File: config.mk
export PLATFORM = sky130hd
export DESIGN_NAME = renode_apb_requester_queued
export DESIGN_NICKNAME = d
export VERILOG_FILES = /design/src/rtl/renode_apb_req_pkg.sv /design/src/rtl/renode_apb_req_fifo.sv /design/src/rtl/renode_apb_requester_queued.sv
export SDC_FILE = /design/constraint.sdc
export NUM_CORES = 1
export LEC_CHECK = 0
export ABC_AREA = 1
export BUFFER_PORTS_ARGS = -buffer_cell sky130_fd_sc_hd__buf_2
export CELL_PAD_IN_SITES_DETAIL_PLACEMENT = 1
export CELL_PAD_IN_SITES_GLOBAL_PLACEMENT = 1
export CORE_MARGIN = 4
export CORE_UTILIZATION = 40
export CTS_BUF_LIST = sky130_fd_sc_hd__clkbuf_8
export DETAILED_ROUTE_END_ITERATION = 6
export GPL_TIMING_DRIVEN = 1
export PLACE_DENSITY_LB_ADDON = 0.15
export SETUP_SLACK_MARGIN = 0.15
export SYNTH_ARGS = -nofsm -noshare
export SYNTH_HDL_FRONTEND = slang
export SYNTH_SLANG_ARGS = --single-unit
File: constraint.sdc
create_clock -name clk -period 11.3 [get_ports clk]
set_clock_uncertainty 0.2 [all_clocks]
set_input_delay 0 -clock clk [delete_from_list [all_inputs] [get_ports clk]]
set_output_delay 0 -clock clk [all_outputs]
set_load 0.1 [all_outputs]
File: src/rtl/renode_apb_req_pkg.sv
`default_nettype none
// ============================================================================
// Module : renode_apb_req_pkg
// Brief  : Shared types and constants for the queued APB requester:
//          the transfer state encoding and the response-buffer depth.
// Rev    : 1.0 - initial release
// ============================================================================
package renode_apb_req_pkg;

    // APB transfer phases; a transfer is in flight in S_SETUP and S_ACCESS.
    typedef enum logic [1:0] {
        S_IDLE   = 2'd0,
        S_SETUP  = 2'd1,
        S_ACCESS = 2'd2
    } state_t;

    // Response buffer entries.
    localparam int unsigned c_RSP_DEPTH = 2;

endpackage
`default_nettype wire

File: src/rtl/renode_apb_req_fifo.sv
`default_nettype none
// ============================================================================
// Module : renode_apb_req_fifo
// Brief  : Generic synchronous FIFO, power-of-2 depth, head presented on
//          o_rdata. Push into a full FIFO and pop from an empty FIFO are
//          ignored; simultaneous push and pop leave the count unchanged.
// Ports  : clk, rst_n (async, active-low)
//          i_push / i_wdata  - write side
//          i_pop  / o_rdata  - read side (o_rdata = current head)
//          o_count           - number of stored entries
// Rev    : 1.0 - initial release
// ============================================================================
module renode_apb_req_fifo #(
    parameter int unsigned WIDTH = 8,
    parameter int unsigned DEPTH = 4
) (
    input  logic                             clk,
    input  logic                             rst_n,
    input  logic                             i_push,
    input  logic [WIDTH-1:0]                 i_wdata,
    input  logic                             i_pop,
    output logic [WIDTH-1:0]                 o_rdata,
    output logic [$clog2(DEPTH+1)-1:0]       o_count
);

    localparam int unsigned c_PTR_W = $clog2(DEPTH);
    localparam int unsigned c_CNT_W = $clog2(DEPTH + 1);
    localparam logic [c_CNT_W-1:0] c_FULL = c_CNT_W'(DEPTH);

    logic [WIDTH-1:0]   r_mem [DEPTH];
    logic [c_PTR_W-1:0] r_wr_ptr;
    logic [c_PTR_W-1:0] r_rd_ptr;
    logic [c_CNT_W-1:0] r_count;
    logic               w_push;
    logic               w_pop;

    assign w_push = i_push && (r_count != c_FULL);
    assign w_pop  = i_pop  && (r_count != '0);

    // Pointers wrap naturally because DEPTH is a power of 2.
    always_ff @(posedge clk or negedge rst_n) begin
        if (!rst_n) begin
            r_wr_ptr <= '0;
            r_rd_ptr <= '0;
            r_count  <= '0;
        end else begin
            if (w_push) r_wr_ptr <= r_wr_ptr + 1'b1;
            if (w_pop)  r_rd_ptr <= r_rd_ptr + 1'b1;
            case ({w_push, w_pop})
                2'b10:   r_count <= r_count + 1'b1;
                2'b01:   r_count <= r_count - 1'b1;
                default: r_count <= r_count;
            endcase
        end
    end

    always_ff @(posedge clk) begin
        if (w_push) r_mem[r_wr_ptr] <= i_wdata;
    end

    assign o_rdata = r_mem[r_rd_ptr];
    assign o_count = r_count;

endmodule
`default_nettype wire

File: src/rtl/renode_apb_requester_queued.sv
`default_nettype none
// ============================================================================
// Module : renode_apb_requester_queued
// Brief  : APB3/APB4 requester with a request FIFO and a 2-entry response
//          buffer. Upstream valid/ready request and response channels,
//          downstream drives one APB completer; back-to-back transfers.
// Ports  : clk, rst_n (async, active-low)
//          req_valid/req_ready/req_write/req_addr/req_wdata/req_strb
//          rsp_valid/rsp_ready/rsp_rdata/rsp_err/rsp_timeout
//          paddr/psel/penable/pwrite/pwdata/pstrb/pprot (APB out)
//          pready/prdata/pslverr (APB in)
// Config : APB_REQ_TIMEOUT_EN - when defined, an ACCESS phase without pready
//          is aborted after TIMEOUT_CYCLES cycles with an err+timeout response.
// Rev    : 1.0 - initial release
// ============================================================================
module renode_apb_requester_queued
    import renode_apb_req_pkg::*;
#(
    parameter int unsigned ADDR_WIDTH     = 32,
    parameter int unsigned DATA_WIDTH     = 32,
    parameter int unsigned QUEUE_DEPTH    = 4,
    parameter logic [2:0]  PPROT_VALUE    = 3'b000,
    parameter int unsigned TIMEOUT_CYCLES = 256
) (
    input  logic                    clk,
    input  logic                    rst_n,
    input  logic                    req_valid,
    output logic                    req_ready,
    input  logic                    req_write,
    input  logic [ADDR_WIDTH-1:0]   req_addr,
    input  logic [DATA_WIDTH-1:0]   req_wdata,
    input  logic [DATA_WIDTH/8-1:0] req_strb,
    output logic                    rsp_valid,
    input  logic                    rsp_ready,
    output logic [DATA_WIDTH-1:0]   rsp_rdata,
    output logic                    rsp_err,
    output logic                    rsp_timeout,
    output logic [ADDR_WIDTH-1:0]   paddr,
    output logic                    psel,
    output logic                    penable,
    output logic                    pwrite,
    output logic [DATA_WIDTH-1:0]   pwdata,
    output logic [DATA_WIDTH/8-1:0] pstrb,
    output logic [2:0]              pprot,
    input  logic                    pready,
    input  logic [DATA_WIDTH-1:0]   prdata,
    input  logic                    pslverr
);

    localparam int unsigned c_STRB_W    = DATA_WIDTH / 8;
    localparam int unsigned c_REQ_CNT_W = $clog2(QUEUE_DEPTH + 1);
    localparam int unsigned c_RSP_CNT_W = $clog2(c_RSP_DEPTH + 1);
    localparam logic [c_REQ_CNT_W-1:0] c_REQ_FULL = c_REQ_CNT_W'(QUEUE_DEPTH);
    localparam logic [c_RSP_CNT_W-1:0] c_RSP_FULL = c_RSP_CNT_W'(c_RSP_DEPTH);
    localparam logic [c_RSP_CNT_W-1:0] c_RSP_ONE  = c_RSP_CNT_W'(1);

    generate
        if (!(DATA_WIDTH == 8 || DATA_WIDTH == 16 || DATA_WIDTH == 32 || DATA_WIDTH == 64)) begin : g_bad_data_width
            $error("DATA_WIDTH must be 8, 16, 32 or 64");
        end
        if (QUEUE_DEPTH < 2 || (QUEUE_DEPTH & (QUEUE_DEPTH - 1)) != 0) begin : g_bad_queue_depth
            $error("QUEUE_DEPTH must be a power of 2 and at least 2");
        end
        if (TIMEOUT_CYCLES < 1) begin : g_bad_timeout
            $error("TIMEOUT_CYCLES must be at least 1");
        end
    endgenerate

    typedef struct packed {
        logic                  write;
        logic [ADDR_WIDTH-1:0] addr;
        logic [DATA_WIDTH-1:0] wdata;
        logic [c_STRB_W-1:0]   strb;
    } req_t;

    typedef struct packed {
        logic [DATA_WIDTH-1:0] rdata;
        logic                  err;
        logic                  timeout;
    } rsp_t;

    state_t                 r_state;
    state_t                 w_state_next;
    req_t                   w_req_in;
    req_t                   w_req_head;
    rsp_t                   w_rsp_in;
    rsp_t                   w_rsp_head;
    logic [c_REQ_CNT_W-1:0] w_req_count;
    logic [c_RSP_CNT_W-1:0] w_rsp_count;
    logic [c_RSP_CNT_W-1:0] w_rsp_count_after_push;
    logic                   w_req_empty;
    logic                   w_req_push;
    logic                   w_req_pop;
    logic                   w_rsp_push;
    logic                   w_rsp_pop;
    logic                   w_tmo_hit;
    logic                   r_ready_en;
    logic [ADDR_WIDTH-1:0]  r_paddr;
    logic                   r_psel;
    logic                   r_penable;
    logic                   r_pwrite;
    logic [DATA_WIDTH-1:0]  r_pwdata;
    logic [c_STRB_W-1:0]    r_pstrb;

    // ---------------------------------------------------------------- queues
    assign w_req_push = req_valid && req_ready;
    assign w_req_in   = '{write: req_write, addr: req_addr, wdata: req_wdata, strb: req_strb};

    renode_apb_req_fifo #(
        .WIDTH ($bits(req_t)),
        .DEPTH (QUEUE_DEPTH)
    ) u_req_fifo (
        .clk     (clk),
        .rst_n   (rst_n),
        .i_push  (w_req_push),
        .i_wdata (w_req_in),
        .i_pop   (w_req_pop),
        .o_rdata (w_req_head),
        .o_count (w_req_count)
    );

    renode_apb_req_fifo #(
        .WIDTH ($bits(rsp_t)),
        .DEPTH (c_RSP_DEPTH)
    ) u_rsp_fifo (
        .clk     (clk),
        .rst_n   (rst_n),
        .i_push  (w_rsp_push),
        .i_wdata (w_rsp_in),
        .i_pop   (w_rsp_pop),
        .o_rdata (w_rsp_head),
        .o_count (w_rsp_count)
    );

    assign w_req_empty = (w_req_count == '0);
    assign w_rsp_pop   = rsp_valid && rsp_ready;
    // Response occupancy at the end of a completing ACCESS cycle (one push
    // plus any pop by the consumer in the same cycle).
    assign w_rsp_count_after_push = w_rsp_count + c_RSP_ONE - c_RSP_CNT_W'(w_rsp_pop);

    // -------------------------------------------------------------- timeout
`ifdef APB_REQ_TIMEOUT_EN
    localparam int unsigned c_TMO_W = $clog2(TIMEOUT_CYCLES + 1);
    localparam logic [c_TMO_W-1:0] c_TMO_LAST = c_TMO_W'(TIMEOUT_CYCLES - 1);

    logic [c_TMO_W-1:0] r_timer;

    always_ff @(posedge clk or negedge rst_n) begin
        if (!rst_n) begin
            r_timer <= '0;
        end else if (w_req_pop) begin
            r_timer <= '0;
        end else if (r_state == S_ACCESS && !pready) begin
            r_timer <= r_timer + 1'b1;
        end
    end

    // pready in the last allowed cycle still completes normally.
    assign w_tmo_hit = (r_state == S_ACCESS) && !pready && (r_timer == c_TMO_LAST);
`else
    assign w_tmo_hit = 1'b0;
`endif

    // ------------------------------------------------------------------ FSM
    always_ff @(posedge clk or negedge rst_n) begin
        if (!rst_n) begin
            r_state <= S_IDLE;
        end else begin
            r_state <= w_state_next;
        end
    end

    always_comb begin
        w_state_next = r_state;
        w_req_pop    = 1'b0;
        w_rsp_push   = 1'b0;
        w_rsp_in     = '0;
        case (r_state)
            S_IDLE: begin
                if (!w_req_empty && w_rsp_count < c_RSP_FULL) begin
                    w_state_next = S_SETUP;
                    w_req_pop    = 1'b1;
                end
            end
            S_SETUP: begin
                w_state_next = S_ACCESS;
            end
            S_ACCESS: begin
                if (pready) begin
                    w_rsp_push     = 1'b1;
                    w_rsp_in.rdata = r_pwrite ? '0 : prdata;
                    w_rsp_in.err   = pslverr;
                    if (!w_req_empty && w_rsp_count_after_push <= c_RSP_ONE) begin
                        w_state_next = S_SETUP;
                        w_req_pop    = 1'b1;
                    end else begin
                        w_state_next = S_IDLE;
                    end
                end else if (w_tmo_hit) begin
                    w_rsp_push       = 1'b1;
                    w_rsp_in.err     = 1'b1;
                    w_rsp_in.timeout = 1'b1;
                    w_state_next     = S_IDLE;
                end
            end
            default: begin
                w_state_next = S_IDLE;
            end
        endcase
    end

    // ---------------------------------------------------------- APB outputs
    // Outputs are registered from the next state so they line up with r_state.
    always_ff @(posedge clk or negedge rst_n) begin
        if (!rst_n) begin
            r_ready_en <= 1'b0;
            r_psel     <= 1'b0;
            r_penable  <= 1'b0;
            r_paddr    <= '0;
            r_pwrite   <= 1'b0;
            r_pwdata   <= '0;
            r_pstrb    <= '0;
        end else begin
            r_ready_en <= 1'b1;
            r_psel     <= (w_state_next != S_IDLE);
            r_penable  <= (w_state_next == S_ACCESS);
            if (w_req_pop) begin
                r_paddr  <= w_req_head.addr;
                r_pwrite <= w_req_head.write;
                r_pwdata <= w_req_head.write ? w_req_head.wdata : '0;
                r_pstrb  <= w_req_head.write ? w_req_head.strb  : '0;
            end else if (w_state_next == S_IDLE) begin
                r_paddr  <= '0;
                r_pwrite <= 1'b0;
                r_pwdata <= '0;
                r_pstrb  <= '0;
            end
        end
    end

    assign paddr   = r_paddr;
    assign psel    = r_psel;
    assign penable = r_penable;
    assign pwrite  = r_pwrite;
    assign pwdata  = r_pwdata;
    assign pstrb   = r_pstrb;
    assign pprot   = PPROT_VALUE;

    // ------------------------------------------------------- upstream side
    // req_ready stays low until the first clock edge after reset release.
    assign req_ready   = r_ready_en && (w_req_count != c_REQ_FULL);
    assign rsp_valid   = (w_rsp_count != '0);
    assign rsp_rdata   = rsp_valid ? w_rsp_head.rdata   : '0;
    assign rsp_err     = rsp_valid ? w_rsp_head.err     : 1'b0;
    assign rsp_timeout = rsp_valid ? w_rsp_head.timeout : 1'b0;

endmodule
`default_nettype wire

==> summary.md <==
| Metric | Value |
|---|---|
| Count of warnings emitted by yosys | 0 |
| Endpoint kind of the worst setup timing path | flip-flop |
| Rows | between 70 and 80 |
| Period utilisation layout | 0.3575 |
| Average routed wire per standard cell | 17.04 um |
| Number of buffers created by CTS | 74 |
| Die extent in x | ~220 um |
| Level count of the clock H-tree | 3 |
| Number of max-cap violations | 0 |
| Initial core utilization | 0.4051 |
| Number of flops mapped to enable cells by yosys | roughly 340 |
| Reg2Reg Depth | 13 |
| Synth-to-Final Area Change | 27.56% |
| Yosys cell types | 27 |
| Antenna violations before repair | 4 |
| Average cell area after synthesis | around 11 um2 |
| Remaining DRCs | 0 |
| Via count of the first global-routing pass | between 10000 and 15000 |
| Critical path data required time | 11.63 ns |
| Final HPWL DP | about 25000 um |
| Worst stage delay on the critical path | between 0.7 and 0.8 ns |
| Switching pwr | 3273 uW |
| Final-layout fill cell count | between 4000 and 5000 |
| Proportion of power drawn by the clock network | 0.210 |
| Maximum number of pins on one net before global-route repair | 87 |
| Setup TNS | 0 ns |
| Die area | between 40000 and 50000 um2 |
| Unrepaired setup endpoints after global routing | no |
| Number of buffer and inverter stages on the critical path | 4 |
| Setup Crit Path Kind | flip-flop to flip-flop |
| I/O pins | roughly 220 |
| Final hold viol count | 0 |
| Top cell type's share of synthesized area | 0.5872 |
| Combinational share of power | 0.458 |
| Leading cell type by number of instances after synthesis | sky130_fd_sc_hd__nand2_1 |
| Post-synthesis cell area | approximately 17000 um2 |
| Worst vdd rail ir drop | roughly 210 uV |
| Clock transition at path regs | about 0.060 ns |
| Detailed Route Iter0 Violations | 625 |
| FF+latch count, synth | about 430 |
| Final Critical Period | roughly 4.0 ns |
| Net total in the final layout | 2160 |
| Min-delay worst type | primary input to flip-flop |
| Run status | complete, no violations |
| Crit-path slowest cell | sky130_fd_sc_hd__inv_1 |
| Ys async rst share | 0.1991 |
| Routability congestion estimate | roughly 0.73 |
| Fraction of layout instances using a drive strength above 1 | 0.1635 |
| Kind of cell with the highest combined delay on the critical path | buffers and inverters |
| Core area | approximately 43000 um2 |
| Portion of the post-synthesis area used by sequential elements | 0.7088 |
| Capture point of the worst path | pwdata[16]$_DFFE_PN0P_ |
| Via count | approximately 13000 |
| Top flip-flop cell by instance count after synthesis | sky130_fd_sc_hd__edfxtp_1 |
| Leading post-synthesis cells by instance count | sky130_fd_sc_hd__nand2_1 (478), sky130_fd_sc_hd__edfxtp_1 (342), sky130_fd_sc_hd__inv_1 (206), sky130_fd_sc_hd__nor2_1 (203), sky130_fd_sc_hd__o21ai_0 (118) |
| Vertical die dimension | approximately 220 um |
| Reg-to-reg slack, setup | between 7 and 8 ns |
| Ratio of total power to cell area | about 290 nW/um2 |
| Total track usage | 0.1975 |
| Grt total ovfl | 0 |
| Worst max-slew margin expressed relative to the limit | 0.2544 |
| Final setup violation count | 0 |
| Pins Over Slew Limit | 0 |
| WHS | about 0.095 ns |
| Kind of launch point of the worst setup path | flip-flop |
| Start point of the critical path | u_rsp_fifo.o_count[0]$_DFFE_PN0P_ |
| Clock latency reported for the late side of the worst-skew pair | 0.61 ns |
| R2r endpoint | pwdata[16]$_DFFE_PN0P_ |
| Cell internal pwr | 3291 uW |
| Antenna viol nets, final | 0 |
| Critical path peak fanout | 50 |
| CP Data Arrival Time | about 4.4 ns |
| Critical path depth | 13 |
| Sequential Power Share | 0.332 |
| Port Buffers | between 200 and 250 |
| Number of sinks on the clock net | roughly 430 |
| Worst path cell trace | inv_1, ha_1, inv_1, nand2_1, inv_1, ha_1, nand2_1, nand2_1, nand2_2, a21oi_4, buf_4, nand2_1, nand2_1 |
| Cell accounting for the most synthesized area | sky130_fd_sc_hd__edfxtp_1 |
| Maximum buffer depth of the clock tree | 3 |
| F_max | around 250 MHz |
| Hold path start | prdata[6] |
| Clock root buffer master | sky130_fd_sc_hd__clkbuf_8 |
| Clock tree from TritonCTS | done |
| Global-route wire length before repair | roughly 74000 um |
| Number of cells produced by synthesis | approximately 1600 |
| Largest cells by area after synthesis | sky130_fd_sc_hd__edfxtp_1 (59%), sky130_fd_sc_hd__dfrtp_1 (12%), sky130_fd_sc_hd__nand2_1 (10%), sky130_fd_sc_hd__inv_1 (4.4%), sky130_fd_sc_hd__nor2_1 (4.4%) |
| R2R Path Start | u_rsp_fifo.o_count[0]$_DFFE_PN0P_ |
| Total detailed-routing wirelength | 45860 um |
| Standby leakage power | just over 0.01 uW |
| Via-to-Cell Ratio | approximately 4.7 |
| Number of search-and-repair iterations in the first detailed-routing pass | 5 |
| Most used cell, CP | sky130_fd_sc_hd__nand2_1 |
| Measured slew at the worst slew-check pin | approximately 1.1 ns |
| Fraction of power spent switching nets | 0.4986 |
[through the flow]
stage	std cells	power (uW)	utilization	worst slack [ns]	instance area, um2
4_1_cts	2689	6655	0.5167	7.169	22310
2_1_floorplan	1643	4552	-	4.231	17500
3_3_place_gp	2373	5147	0.4411	7.186	19040
6_report	2691	6564	0.5168	7.260	22310
5_1_grt	2691	6982	0.5168	6.908	22310
3_5_place_dp	2373	5190	0.4411	7.217	19040
[metal layers]
metal / up-vias / global-route usage / part of all wire
met3: 76 / 0.03951 / 0.049
li1: 6080 / - / -
met1: 6195 / 0.2506 / 0.43
met4: 4 / 0.05957 / 0.019
met5: - / 0 / 0.00059
met2: 282 / 0.3442 / 0.50
[cell families (layout without fill, tap and decap cells)]
logic type,after synthesis,after routing,share of synthesized area
buffers and inverters,293,754,0.06910
AOI/OAI and AO/OA,138,138,0.04028
other,2,7,0.0004294
xor gates and xnor gates,7,7,0.003505
DFF,427,427,0.7088
adders and majority gates,10,10,0.007583
and+or+nand+nor,763,763,0.1703
[power by group through the flow]
stage	Combinational, uW	Clock, uW	Sequential [uW]
2_1_floorplan	1680	0	2870
3_3_place_gp	2950	0	2200
3_5_place_dp	2980	0	2210
4_1_cts	3040	1430	2180
5_1_grt	3260	1510	2210
6_report	3010	1380	2180
[final cells by class]
| type | instances | area (um2) | share of cell area |
|---|---|---|---|
| clock inverters | 53 | 307.8 | 0.01380 |
| inverters | 210 | 792.0 | 0.03550 |
| repair buffers | 407 | 2985 | 0.1338 |
| flip-flops and latches | 427 | 12400 | 0.5559 |
| multi-input cells | 923 | 3931 | 0.1762 |
| well taps | 585 | 732.0 | 0.03281 |
| diodes | 2 | 5.005 | 0.0002243 |
| clock buffers | 84 | 1156 | 0.05182 |
[what timing repair did]
action	in CTS	in global routing
buffers inserted	0	0
resized for setup	0	0
hold endpoints to repair	439	0
hold buffers	179	0
[how the worst min path moves through the flow]
stage                                  endpoint  slack (ns)  cells after the start
6_report       u_rsp_fifo.r_mem[1][8]$_DFFE_PP_        0.09                      4
5_1_grt        u_rsp_fifo.r_mem[0][3]$_DFFE_PP_        0.06                      4
4_1_cts        u_rsp_fifo.r_mem[0][6]$_DFFE_PP_        0.02                      4
3_5_place_dp             pwdata[28]$_DFFE_PN0P_       -0.26                      1
3_3_place_gp             pwdata[28]$_DFFE_PN0P_       -0.26                      1
2_1_floorplan              paddr[0]$_DFFE_PN0P_       -0.50                      0
[layout by cell type (no fill, tap or decap), types with 17 or more instances in the layout]
| master | count |
|---|---|
| sky130_fd_sc_hd__nor2_1 | 197 |
| sky130_fd_sc_hd__buf_2 | 211 |
| sky130_fd_sc_hd__o21ai_0 | 118 |
| sky130_fd_sc_hd__inv_1 | 233 |
| sky130_fd_sc_hd__clkbuf_8 | 84 |
| sky130_fd_sc_hd__edfxtp_1 | 342 |
| sky130_fd_sc_hd__nand3_1 | 76 |
| sky130_fd_sc_hd__buf_4 | 17 |
| sky130_fd_sc_hd__dfrtp_1 | 83 |
| sky130_fd_sc_hd__dlygate4sd3_1 | 178 |
| sky130_fd_sc_hd__nand2_1 | 478 |
[registers in the layout (all words and copies together), names as in the netlist, 2 cells and up]
name and flops:
pwdata 32, u_rsp_fifo.o_count 2, pstrb 4, paddr 32, u_rsp_fifo.r_mem 66, u_req_fifo.o_count 3
r_state 2, u_req_fifo.r_rd_ptr 2, u_req_fifo.r_mem 276, u_req_fifo.r_wr_ptr 2
[tightest hold or removal path, delay by kind of cell]
| kind | cells | cell delay [ns] |
|---|---|---|
| simple gates | 2 | 0.14 |
| buf+inv | 2 | 0.62 |
(Power assumes the default switching activity.)
